[config.mk]
export PLATFORM = sky130hd
export DESIGN_NAME = pool_window_gen
export DESIGN_NICKNAME = d
export VERILOG_FILES = /design/src/rtl/pool_window_gen_pkg.sv /design/src/rtl/pool_line_buffer.sv /design/src/rtl/pool_window_gen.sv
export SDC_FILE = /design/constraint.sdc
export NUM_CORES = 1
export LEC_CHECK = 0
export BUFFER_PORTS_ARGS = -buffer_cell sky130_fd_sc_hd__buf_4
export CAP_MARGIN = 10
export CORE_MARGIN = 4
export CORE_UTILIZATION = 50
export DETAILED_ROUTE_END_ITERATION = 10
export PLACE_DENSITY = 0.7
export SLEW_MARGIN = 20
export SYNTH_ARGS = -nofsm -noshare
export SYNTH_HDL_FRONTEND = slang
export SYNTH_SLANG_ARGS = --single-unit
[constraint.sdc]
create_clock -name clk -period 2.6 [get_ports clk]
set_clock_uncertainty 0.15 [all_clocks]
set_input_delay 0.13 -clock clk [delete_from_list [all_inputs] [get_ports clk]]
set_output_delay 0.13 -clock clk [all_outputs]
set_load 0.01 [all_outputs]
[src/rtl/pool_window_gen_pkg.sv]
// Shared lane ordering for 2x2 pooling windows; the max-pool stage unpacks
// windows in this same order.
package pool_window_gen_pkg;
   localparam int LANES   = 4;
   localparam int LANE_TL = 0;
   localparam int LANE_TR = 1;
   localparam int LANE_BL = 2;
   localparam int LANE_BR = 3;

   function automatic int window_w(input int data_w);
      return LANES * data_w;
   endfunction
endpackage

[src/rtl/pool_line_buffer.sv]
// One-row pixel store: single write port, two combinational read ports used to
// fetch the TL/TR pair of the even row above.
module pool_line_buffer #(
   parameter int DEPTH  = 16,
   parameter int DATA_W = 8,
   parameter int AW     = $clog2(DEPTH)
) (
   input  logic              clk,
   input  logic              we_i,
   input  logic [AW-1:0]     waddr_i,
   input  logic [DATA_W-1:0] wdata_i,
   input  logic [AW-1:0]     raddr_lo_i,
   input  logic [AW-1:0]     raddr_hi_i,
   output logic [DATA_W-1:0] rdata_lo_o,
   output logic [DATA_W-1:0] rdata_hi_o
);
   logic [DATA_W-1:0] mem_q [DEPTH];

   always_ff @(posedge clk) begin
      if (we_i) mem_q[waddr_i] <= wdata_i;
   end

   assign rdata_lo_o = mem_q[raddr_lo_i];
   assign rdata_hi_o = mem_q[raddr_hi_i];
endmodule

[src/rtl/pool_window_gen.sv]
// Raster pixel stream to non-overlapping 2x2 stride-2 windows; one window per
// odd-row/odd-column pixel, held in a single-entry valid/ready output register.
module pool_window_gen
   import pool_window_gen_pkg::*;
#(
   parameter int IMG_W  = 16,
   parameter int IMG_H  = 16,
   parameter int DATA_W = 8
) (
   input  logic                        clk,
   input  logic                        reset_n,
   input  logic                        s_valid,
   output logic                        s_ready,
   input  logic [DATA_W-1:0]           s_data,
   output logic                        m_valid,
   input  logic                        m_ready,
   output logic [window_w(DATA_W)-1:0] m_window,
   output logic                        m_last
);
   localparam int CW = $clog2(IMG_W);
   localparam int RW = $clog2(IMG_H);
   localparam int WW = window_w(DATA_W);
   localparam logic [CW-1:0] COL_MAX   = CW'(IMG_W - 1);
   localparam logic [RW-1:0] ROW_MAX   = RW'(IMG_H - 1);
   localparam logic [CW-1:0] COL_LASTW = CW'(2 * (IMG_W / 2) - 1);
   localparam logic [RW-1:0] ROW_LASTW = RW'(2 * (IMG_H / 2) - 1);
   localparam bit ODD_W = (IMG_W % 2) == 1;
   localparam bit ODD_H = (IMG_H % 2) == 1;

   logic [CW-1:0]     col_q, col_d;
   logic [RW-1:0]     row_q, row_d;
   logic [DATA_W-1:0] bl_q, bl_d;
   logic [WW-1:0]     win_q, win_d;
   logic              vld_q, vld_d;
   logic              last_q, last_d;
   logic              accept, col_wrap, row_wrap, col_tail, row_tail;
   logic              lb_we, bl_we, win_fire;
   logic [DATA_W-1:0] lb_prev, lb_cur;

   assign s_ready  = !vld_q || m_ready;
   assign accept   = s_valid && s_ready;
   assign col_wrap = (col_q == COL_MAX);
   assign row_wrap = (row_q == ROW_MAX);
   // Trailing odd column/row pixels are swallowed without touching the window path.
   assign col_tail = ODD_W && col_wrap;
   assign row_tail = ODD_H && row_wrap;
   assign lb_we    = accept && !row_q[0] && !col_tail && !row_tail;
   assign bl_we    = accept && row_q[0] && !col_q[0] && !col_tail;
   assign win_fire = accept && row_q[0] && col_q[0];

   pool_line_buffer #(
      .DEPTH (IMG_W),
      .DATA_W(DATA_W)
   ) u_lbuf (
      .clk       (clk),
      .we_i      (lb_we),
      .waddr_i   (col_q),
      .wdata_i   (s_data),
      .raddr_lo_i(col_q - CW'(1)),
      .raddr_hi_i(col_q),
      .rdata_lo_o(lb_prev),
      .rdata_hi_o(lb_cur)
   );

   always_comb begin
      col_d  = col_q;
      row_d  = row_q;
      bl_d   = bl_q;
      win_d  = win_q;
      vld_d  = vld_q;
      last_d = last_q;
      if (accept) begin
         col_d = col_wrap ? '0 : col_q + CW'(1);
         if (col_wrap) row_d = row_wrap ? '0 : row_q + RW'(1);
      end
      if (bl_we) bl_d = s_data;
      if (win_fire) begin
         win_d[LANE_TL*DATA_W +: DATA_W] = lb_prev;
         win_d[LANE_TR*DATA_W +: DATA_W] = lb_cur;
         win_d[LANE_BL*DATA_W +: DATA_W] = bl_q;
         win_d[LANE_BR*DATA_W +: DATA_W] = s_data;
         vld_d  = 1'b1;
         last_d = (row_q == ROW_LASTW) && (col_q == COL_LASTW);
      end else if (m_ready) begin
         vld_d  = 1'b0;
         last_d = 1'b0;
      end
   end

   always_ff @(posedge clk) begin
      if (!reset_n) begin
         col_q  <= '0;
         row_q  <= '0;
         win_q  <= '0;
         vld_q  <= 1'b0;
         last_q <= 1'b0;
      end else begin
         col_q  <= col_d;
         row_q  <= row_d;
         win_q  <= win_d;
         vld_q  <= vld_d;
         last_q <= last_d;
      end
   end

   always_ff @(posedge clk) begin
      bl_q <= bl_d;
   end

   assign m_valid  = vld_q;
   assign m_window = win_q;
   assign m_last   = last_q;
endmodule

# ---- Yosys cells after proc, flatten, opt, wreduce, memory -nomap -nowiden
# Memory sizes are Yosys's and may differ from the RTL's. A register that Yosys moved wholly into a read port is not among the register bits.
# Index checks and enable logic that the tools add are counted.
dict set report totals {
  out_inout_bits 35
  n_memories 1
  in_bits 12
  ramBits 128
  elab_cells 33
  ff_bits 50
}
# memory words width rd rd_clocked_by_memory_dff write_ports line
set mem_list {}
lappend mem_list {u_lbuf.mem_q 16 8 2 2 1 pool_line_buffer.sv:17} ;# logic [DATA_W-1:0] mem_q [DEPTH];
dict set report op_classes {
  n_reduce_logical 14
  eq_ne 2
  muxes 7
  add_sub_neg 3
}
# op n
set op_table {}
lappend op_table {{adder 4 x 1 -> 4 bit, second input constant} 2}
lappend op_table {{equality test 4 bit, second input constant} 2}
lappend op_table {{2-to-1 mux 4 bit} 2}
lappend op_table {{logical AND 1 bit} 6}
lappend op_table {{zero test 1 bit} 5}
lappend op_table {{2-to-1 mux 1 bit} 5}
lappend op_table {{subtractor 4 x 1 -> 4 bit, second input constant} 1}
lappend op_table {{AND reduction 2 bit} 1}
lappend op_table {{nonzero test 2 bit} 1}
lappend op_table {{logical OR 1 bit} 1}

# ---- Depth between registers and ports, before layout
# Gate-level depths: netlist (run 1).
dict set report logic_depth {
  word_depth 6
  depth_mapped 9
  depth_no_buf 7
}

# ---- By module
# From an unflattened synthesis (run 1), not the netlist that was laid out.
dict set report unflattened {
  hier_cells 500
  area_unflattened_um2 7995.2
}
# mod cells_per_inst seq_area_each_um2 instances area_each_um2
set modules_own_cells {}
lappend modules_own_cells {pool_line_buffer 291 3843.7 1 6025.8}
lappend modules_own_cells {pool_window_gen 209 1081.0 1 1969.4}

# ---- Worst setup path after synthesis (run 1)
# Ideal clock, no wire load.
dict set report synth_path {
  path_type {reg-to-reg}
  start {register col_q[1]}
  end {register win_q[0], in the netlist m_window[0], read port of u_lbuf.mem_q}
  setup_time_ps 125
  n_path_buf 4
  slack_ps 57
  path_stages_with_launch 10
  period_less_slack_ps 2543
  arrival_ps 2268
  required_time_ps 2325
  cell_sequence {dfxtp_1 > buf_4 > buf_2 > inv_1 > ha_1 > clkbuf_2 > clkbuf_1 > mux4_2 > a22oi_1 > a31oi_1}
}
dict set report synth_via {
  elab_chain_cells 1
}
# element line
set synth_lines {}
lappend synth_lines {{start, declared} pool_window_gen.sv:30} ;# logic [CW-1:0] col_q, col_d;
lappend synth_lines {{start signal, assigned} pool_window_gen.sv:98} ;# col_q <= col_d;
lappend synth_lines {{subtractor 4 x 1 -> 4 bit} pool_window_gen.sv:59} ;# .raddr_lo_i(col_q - CW'(1)),
lappend synth_lines {{end, declared} pool_window_gen.sv:33} ;# logic [WW-1:0] win_q, win_d;
# Every way passes these cells.
# A chain may end at the register's enable or synchronous reset.

# ---- Final worst setup path (run 1)
dict set report layout_path {
  start {register col_q[0]}
  end {register vld_q, in the netlist m_valid}
}
dict set report layout_via {
  elab_chain_cells 2
  elab_cells_between_ends 3
  classes_between {1 x mux; 2 x reduce/logical}
}
# element line
set layout_lines {}
lappend layout_lines {{logical AND 1 bit (*)} pool_window_gen.sv:49} ;# assign win_fire = accept && row_q[0] && col_q[0];
lappend layout_lines {{2-to-1 mux 1 bit or nonzero test 2 bit (tied branches)} --}
lappend layout_lines {{end signal, assigned} pool_window_gen.sv:101} ;# vld_q <= vld_d;
lappend layout_lines {{end, declared} pool_window_gen.sv:34} ;# logic vld_q, vld_d;
# Mark *: on every way between the ends. The rest lies on a longest branch, timed or not.

==> impl_metrics.env, run 1 <==
export IMPL_grt_ovfl_total=0
export IMPL_drv_cap=0
export IMPL_synth_edff_count=136
export IMPL_critPathLaunchType="register"
export IMPL_grt_usage=0.209
export IMPL_top_usage_layer="met2"
export IMPL_timing_fmax_mhz=434
export IMPL_postPlaceCellArea_sq_mm=0.00846
export IMPL_gp_congestion=0.885
export IMPL_die_h_um=133
export IMPL_r2r_start="col_q[0]"
export IMPL_worst_hold_path_type="input pin to register"
export IMPL_ys_seq_area_frac=0.630
export IMPL_vias=4823
export IMPL_cts_buffers=17
export IMPL_power_density_mw_per_mm2=699
export IMPL_arrival_ps=2520
export IMPL_grt_use_met1=0.299
export IMPL_critical_path_class="register to register"
export IMPL_rows=45
export IMPL_r2r_setup_slack_ps=300
export IMPL_area_growth_pct=17.8
export IMPL_path_cells="buf_4 > nand3_2 > a21boi_0 > dlygate4sd3_1"
export IMPL_rsz0062_at_grt="no"
export IMPL_period_minus_slack_ps=2300
export IMPL_r2r_end="m_valid"
export IMPL_synth_cells=485
export IMPL_wl_per_cell_um=23.3
export IMPL_slew_headroom=0.448
export IMPL_yosysWarnings=0
export IMPL_start_util=0.512
export IMPL_endpoint_kind="register"
export IMPL_grt_pass1_wl_mm=27.6
export IMPL_ioPinCount=47
export IMPL_cts_root_buf="clkbuf_16"
export IMPL_setup_viol=0
export IMPL_final_antenna_net_count=0
export IMPL_cp_max_fo=27
export IMPL_antenna_cells=0
export IMPL_hold_path_startpoint="s_valid"
export IMPL_peakVddDrop_mv=0.662
export IMPL_postSynthAreaPerCell_sq_um=16.1
export IMPL_worstMarginPinSlew_ps=826
export IMPL_drt_iter0_drc=535
export IMPL_ys_async_sr_fraction=0
export IMPL_worst_skew_pair_late_latency_ps=420
export IMPL_grt_use_met3=0.0498
export IMPL_fin_crit_sh=0.886
export IMPL_rr_worst_depth=4
export IMPL_h_tree_depth=4
export IMPL_clockBufferDepth=2
export IMPL_fin_nets=577
export IMPL_fill_cells=1107
export IMPL_post_cts_buffers=0
export IMPL_drive_gt1_frac=0.275
export IMPL_drt_first_pass_iters=5
export IMPL_final_cell_mix="edfxtp_1 (136), buf_4 (74), nand2_1 (41)"
export IMPL_synth_top_flop_cell="edfxtp_1"
export IMPL_slowest_delay_ps=570
export IMPL_min_to="row_q[1]"
export IMPL_io_buffers=46
export IMPL_tritoncts="built"
export IMPL_final_hold_violation_count=0
export IMPL_startpoint="col_q[0]"
export IMPL_hold_depth=4
export IMPL_crit_required_ps=2810
export IMPL_p_leak_uw=0.00309
export IMPL_synth_nets=504
export IMPL_cp_slowest_cell="dlygate4sd3_1"
export IMPL_ys_types=46
export IMPL_syn_area_sq_mm=0.00781
export IMPL_antenna_found_initial=0
export IMPL_use_met2=0.326
export IMPL_clkTransAtPathRegs_ps=70
export IMPL_fp_dieW_um=133
export IMPL_report_final_slew_viol_count=0
export IMPL_dp_hpwl_mm=11.9
export IMPL_ys_ff_latch=178
export IMPL_viasPerCell=6.17
export IMPL_die_area_sq_mm=0.0177
export IMPL_layout_commonest_cell="edfxtp_1"
export IMPL_setup_tns_ps=0
export IMPL_grt_max_degree=49
export IMPL_final_area_sq_mm=0.00920
export IMPL_core_region_area_sq_mm=0.0153
export IMPL_status="finished clean"
export IMPL_drt_wl_total_mm=18.2
export IMPL_drc_errors=0
export IMPL_first_global_vias=4617
export IMPL_cts_sinks=178
## power by group
group	switching (uW)	internal, uW
logic	343	286
clock network	1090	1620
registers	13.1	3080
## flip-flops by register name, summed over array words and instances (netlist names)
| signal | flops |
|---|---|
| bl_q | 8 |
| m_window | 32 |
| col_q | 4 |
| u_lbuf.mem_q | 128 |
| m_valid | 1 |
| row_q | 4 |
| m_last | 1 |
## metal layers
layer	vias to the layer above	wire [um]
met2	221	8870
met3	20	1410
met4	0	239
li1	2082	-
met1	2500	7680
met5	-	0
## synthesized netlist by cell type (2+ instances only)
master    instances  area (sq um)
mux4_2           39           878
o21ai_1           2          10.0
buf_6             4          45.0
buf_2             7          35.0
a21boi_1          4          30.0
inv_1             4          15.0
edfxtp_1        136          4080
and2_1            5          31.3
nand2_2           2          12.5
mux2i_1           8          80.1
a21boi_0         14           105
o21ai_0          16          80.1
nand4_1           4          25.0
nand2b_1          2          12.5
a31oi_1          15          93.8
dfxtp_1          42           841
nor2b_1           7          43.8
nor3_1            4          20.0
a21oi_1          12          60.1
mux2i_2           2          27.5
clkbuf_1         12          45.0
ha_1              7          87.6
xor2_1            3          26.3
nor2_1           26          97.6
nand3_1           3          15.0
mux4_1           18           473
a22oi_1          23           173
buf_4             6          45.0
nand2_1          41           154
## layout make-up
type / count / area [sq um] / share of cell area
Inverter: 4 / 15.0 / 0.00163
Multi-Input combinational cell: 271 / 2680 / 0.291
Clock inverter: 14 / 203 / 0.0220
Timing Repair Buffer: 86 / 686 / 0.0745
Tap cell: 211 / 264 / 0.0287
Sequential cell: 178 / 4930 / 0.536
Clock buffer: 18 / 429 / 0.0466
## worst max path at each step
| stage | endpoint | cells after the start |
|---|---|---|
| 2_1_floorplan | m_window[0] | 9 |
| 3_5_place_dp | u_lbuf.mem_q[15][3] | 5 |
| 5_1_grt | m_valid | 4 |
| 6_report | m_valid | 4 |
| 4_1_cts | m_valid | 4 |
| 3_3_place_gp | u_lbuf.mem_q[15][3] | 5 |
## worst max-delay path: cells and delay by family (launching register included)
| kind | cells | cell delay (ps) |
|---|---|---|
| buffers and inverters | 2 | 980 |
| AO/OA/AOI/OAI | 1 | 310 |
| flip-flops | 1 | 370 |
| AND/OR/NAND/NOR | 1 | 430 |
## through the flow
step	util	total power (uW)	hold slack (ps)	setup slack, ps	std cells
after floorplan	-	3600	78.9	56.5	485
after global placement	0.554	3750	293	426	739
after detailed placement	0.554	3770	301	388	739
after CTS	0.603	6460	159	282	782
after global routing	0.603	6620	180	78.7	782
final	0.603	6440	174	297	782
## timing repair
action                                 CTS  global route
endpoints found under the hold margin  171             0
resized for setup                        0             0
hold buffers                            11             0
## cells by family (layout without fill, tap and decap cells)
family	after synthesis	after routing	share of synthesized area
xor+xnor	4	4	0.00448
compound gates	91	91	0.0770
simple gates	102	102	0.0631
fa+ha+maj	7	7	0.0112
flops	178	178	0.630
mux	67	67	0.187
buf+inv	36	122	0.0274
(Power assumes the default switching activity.)
==> run 2: changes to the inputs <==
--- a/config.mk
+++ b/config.mk
@@ -10,6 +10,7 @@
 export CORE_MARGIN = 4
 export CORE_UTILIZATION = 50
 export DETAILED_ROUTE_END_ITERATION = 10
+export GPL_TIMING_DRIVEN = 0
 export PLACE_DENSITY = 0.7
 export SLEW_MARGIN = 20
 export SYNTH_ARGS = -nofsm -noshare
==> impl_metrics.env, run 2 (synthesis results as in run 1) <==
export IMPL_arrival_ps=2710
export IMPL_critPathLaunchType="register"
export IMPL_cp_max_fo=10
export IMPL_seq_area_sq_mm=0.00493
export IMPL_critical_path_class="register to register"
export IMPL_fill_cells=1115
export IMPL_status="finished clean"
export IMPL_setup_viol=0
export IMPL_slew_headroom=0.359
export IMPL_final_cell_mix="edfxtp_1 (136), buf_4 (50), nand2_1 (41), mux4_2 (41), dfxtp_1 (40)"
export IMPL_fin_crit_sh=0.978
export IMPL_p_int_uw=4960
export IMPL_final_hold_violation_count=0
export IMPL_gp_congestion=0.894
export IMPL_worst_hold_path_type="input pin to register"
export IMPL_rows=45
export IMPL_tritoncts="built"
export IMPL_crit_required_ps=2760
export IMPL_start_util=0.512
export IMPL_core_region_area_sq_mm=0.0153
export IMPL_wl_per_cell_um=25.0
export IMPL_grt_pass1_wl_mm=29.2
export IMPL_layout_commonest_cell="edfxtp_1"
export IMPL_timing_fmax_mhz=393
export IMPL_netSwitchingFraction=0.239
export IMPL_hold_worst_slack_ps=97.3
export IMPL_die_h_um=133
export IMPL_rr_worst_depth=9
export IMPL_largest_reg_flops=128
export IMPL_vias=4890
export IMPL_drt_first_pass_iters=5
export IMPL_grt_max_degree=20
export IMPL_final_area_sq_mm=0.00933
export IMPL_h_tree_depth=4
export IMPL_drc_errors=0
export IMPL_grt_ovfl_total=0
export IMPL_startpoint="col_q[1]"
export IMPL_cts_buffers=17
export IMPL_worst_skew_pair_late_latency_ps=430
export IMPL_postPlaceCellArea_sq_mm=0.00844
export IMPL_fin_nets=579
export IMPL_antenna_found_initial=0
export IMPL_clockBufferDepth=2
export IMPL_hold_depth=5
export IMPL_top_register="u_lbuf.mem_q"
export IMPL_drive_gt1_frac=0.305
export IMPL_peakVddDrop_mv=0.531
export IMPL_setup_tns_ps=0
export IMPL_viasPerCell=6.24
export IMPL_antenna_cells=0
export IMPL_endpoint_kind="register"
export IMPL_period_minus_slack_ps=2540
export IMPL_drt_iter0_drc=546
export IMPL_min_to="col_q[0]"
export IMPL_r2r_setup_slack_ps=60
export IMPL_io_buffers=46
export IMPL_grt_usage=0.226
export IMPL_report_final_slew_viol_count=0
export IMPL_final_antenna_net_count=0
export IMPL_clkTransAtPathRegs_ps=70
export IMPL_r2r_start="col_q[1]"
export IMPL_ioPinCount=47
export IMPL_cts_root_buf="clkbuf_16"
export IMPL_drt_wl_total_mm=19.6
export IMPL_r2r_end="m_window[4]"
export IMPL_hold_path_startpoint="s_valid"
export IMPL_die_area_sq_mm=0.0177
export IMPL_worstMarginPinSlew_ps=957
export IMPL_fp_dieW_um=133
export IMPL_area_growth_pct=19.4
export IMPL_power_switching_uw=1560
export IMPL_first_global_vias=4806
export IMPL_multi_input_area_sq_mm=0.00280
export IMPL_dp_hpwl_mm=12.9
export IMPL_clkPwrFrac=0.408
export IMPL_cts_sinks=178
export IMPL_drv_cap=0
export IMPL_p_seq_frac=0.475
export IMPL_combPwrFrac=0.117
export IMPL_power_density_mw_per_mm2=699
export IMPL_p_leak_uw=0.00308
export IMPL_rsz0062_at_grt="yes"
## run 2: changes by cell type in the layout (fill, tap and decap cells not counted), moves of 6 or more
cell	change
buf_4	-24
buf_2	+6
nor2_1	-8
a22oi_1	-10
nor2_2	+8
clkbuf_1	+10
a22oi_2	+10
## run 2: worst max path at each step
stage / end / depth (start not counted)
floorplan: m_window[0] / 9
global route: u_lbuf.mem_q[12][1] / 3
detailed placement: m_window[2] / 9
global placement: m_window[2] / 9
finish: m_window[4] / 9
CTS: m_window[1] / 9
## run 2: cell type report
class | instances | share of cell area
flip-flops and latches | 178 | 0.528
multi-input cells | 271 | 0.300
repair buffers | 57 | 0.0499
clock buffers | 19 | 0.0464
well taps | 211 | 0.0283
plain buffers | 31 | 0.0271
clock inverters | 13 | 0.0186
inverters | 4 | 0.00161
## run 2: through the flow
| step | instances | power, uW | utilization | setup slack (ps) |
|---|---|---|---|---|
| final | 784 | 6520 | 0.612 | 57.5 |
| after global routing | 784 | 6700 | 0.612 | -17.6 |
| after floorplan | 485 | 3600 | - | 56.5 |
| after CTS | 783 | 6490 | 0.608 | 5.93 |
| after global placement | 742 | 3810 | 0.552 | -789 |
| after detailed placement | 742 | 3820 | 0.553 | -832 |
## run 2: what timing repair did
action	CTS	global route
hold buffers	10	0
endpoints found under the setup margin	25	44
setup buffers	0	1
resized for setup	32	13
endpoints found under the hold margin	147	0
pin swaps	1	1
## run 2: metal layers
layer | share of wire | wire length [um] | GRT usage | up-vias
li1 | - | - | - | 2096
met1 | 0.41 | 8020 | 0.320 | 2499
met2 | 0.47 | 9250 | 0.343 | 262
met3 | 0.090 | 1770 | 0.0502 | 33
met4 | 0.028 | 558 | 0.0872 | 0
met5 | 0 | 0 | 0 | -
## run 2: worst max-delay path: stages (launching register included)
cell and delay (ps):
dfxtp_2 370, buf_8 170, buf_8 180, inv_1 100, ha_1 290, clkbuf_4 200, clkbuf_8 210, mux4_1 350
a22oi_2 280, a31oi_1 110
## run 2: power groups by stage
stage	registers (uW)	clock network [uW]	logic (uW)
global route	3100	2800	794
CTS	3100	2660	725
detailed placement	3160	0	656
floorplan	3160	0	440
global placement	3160	0	648
finish	3100	2660	761
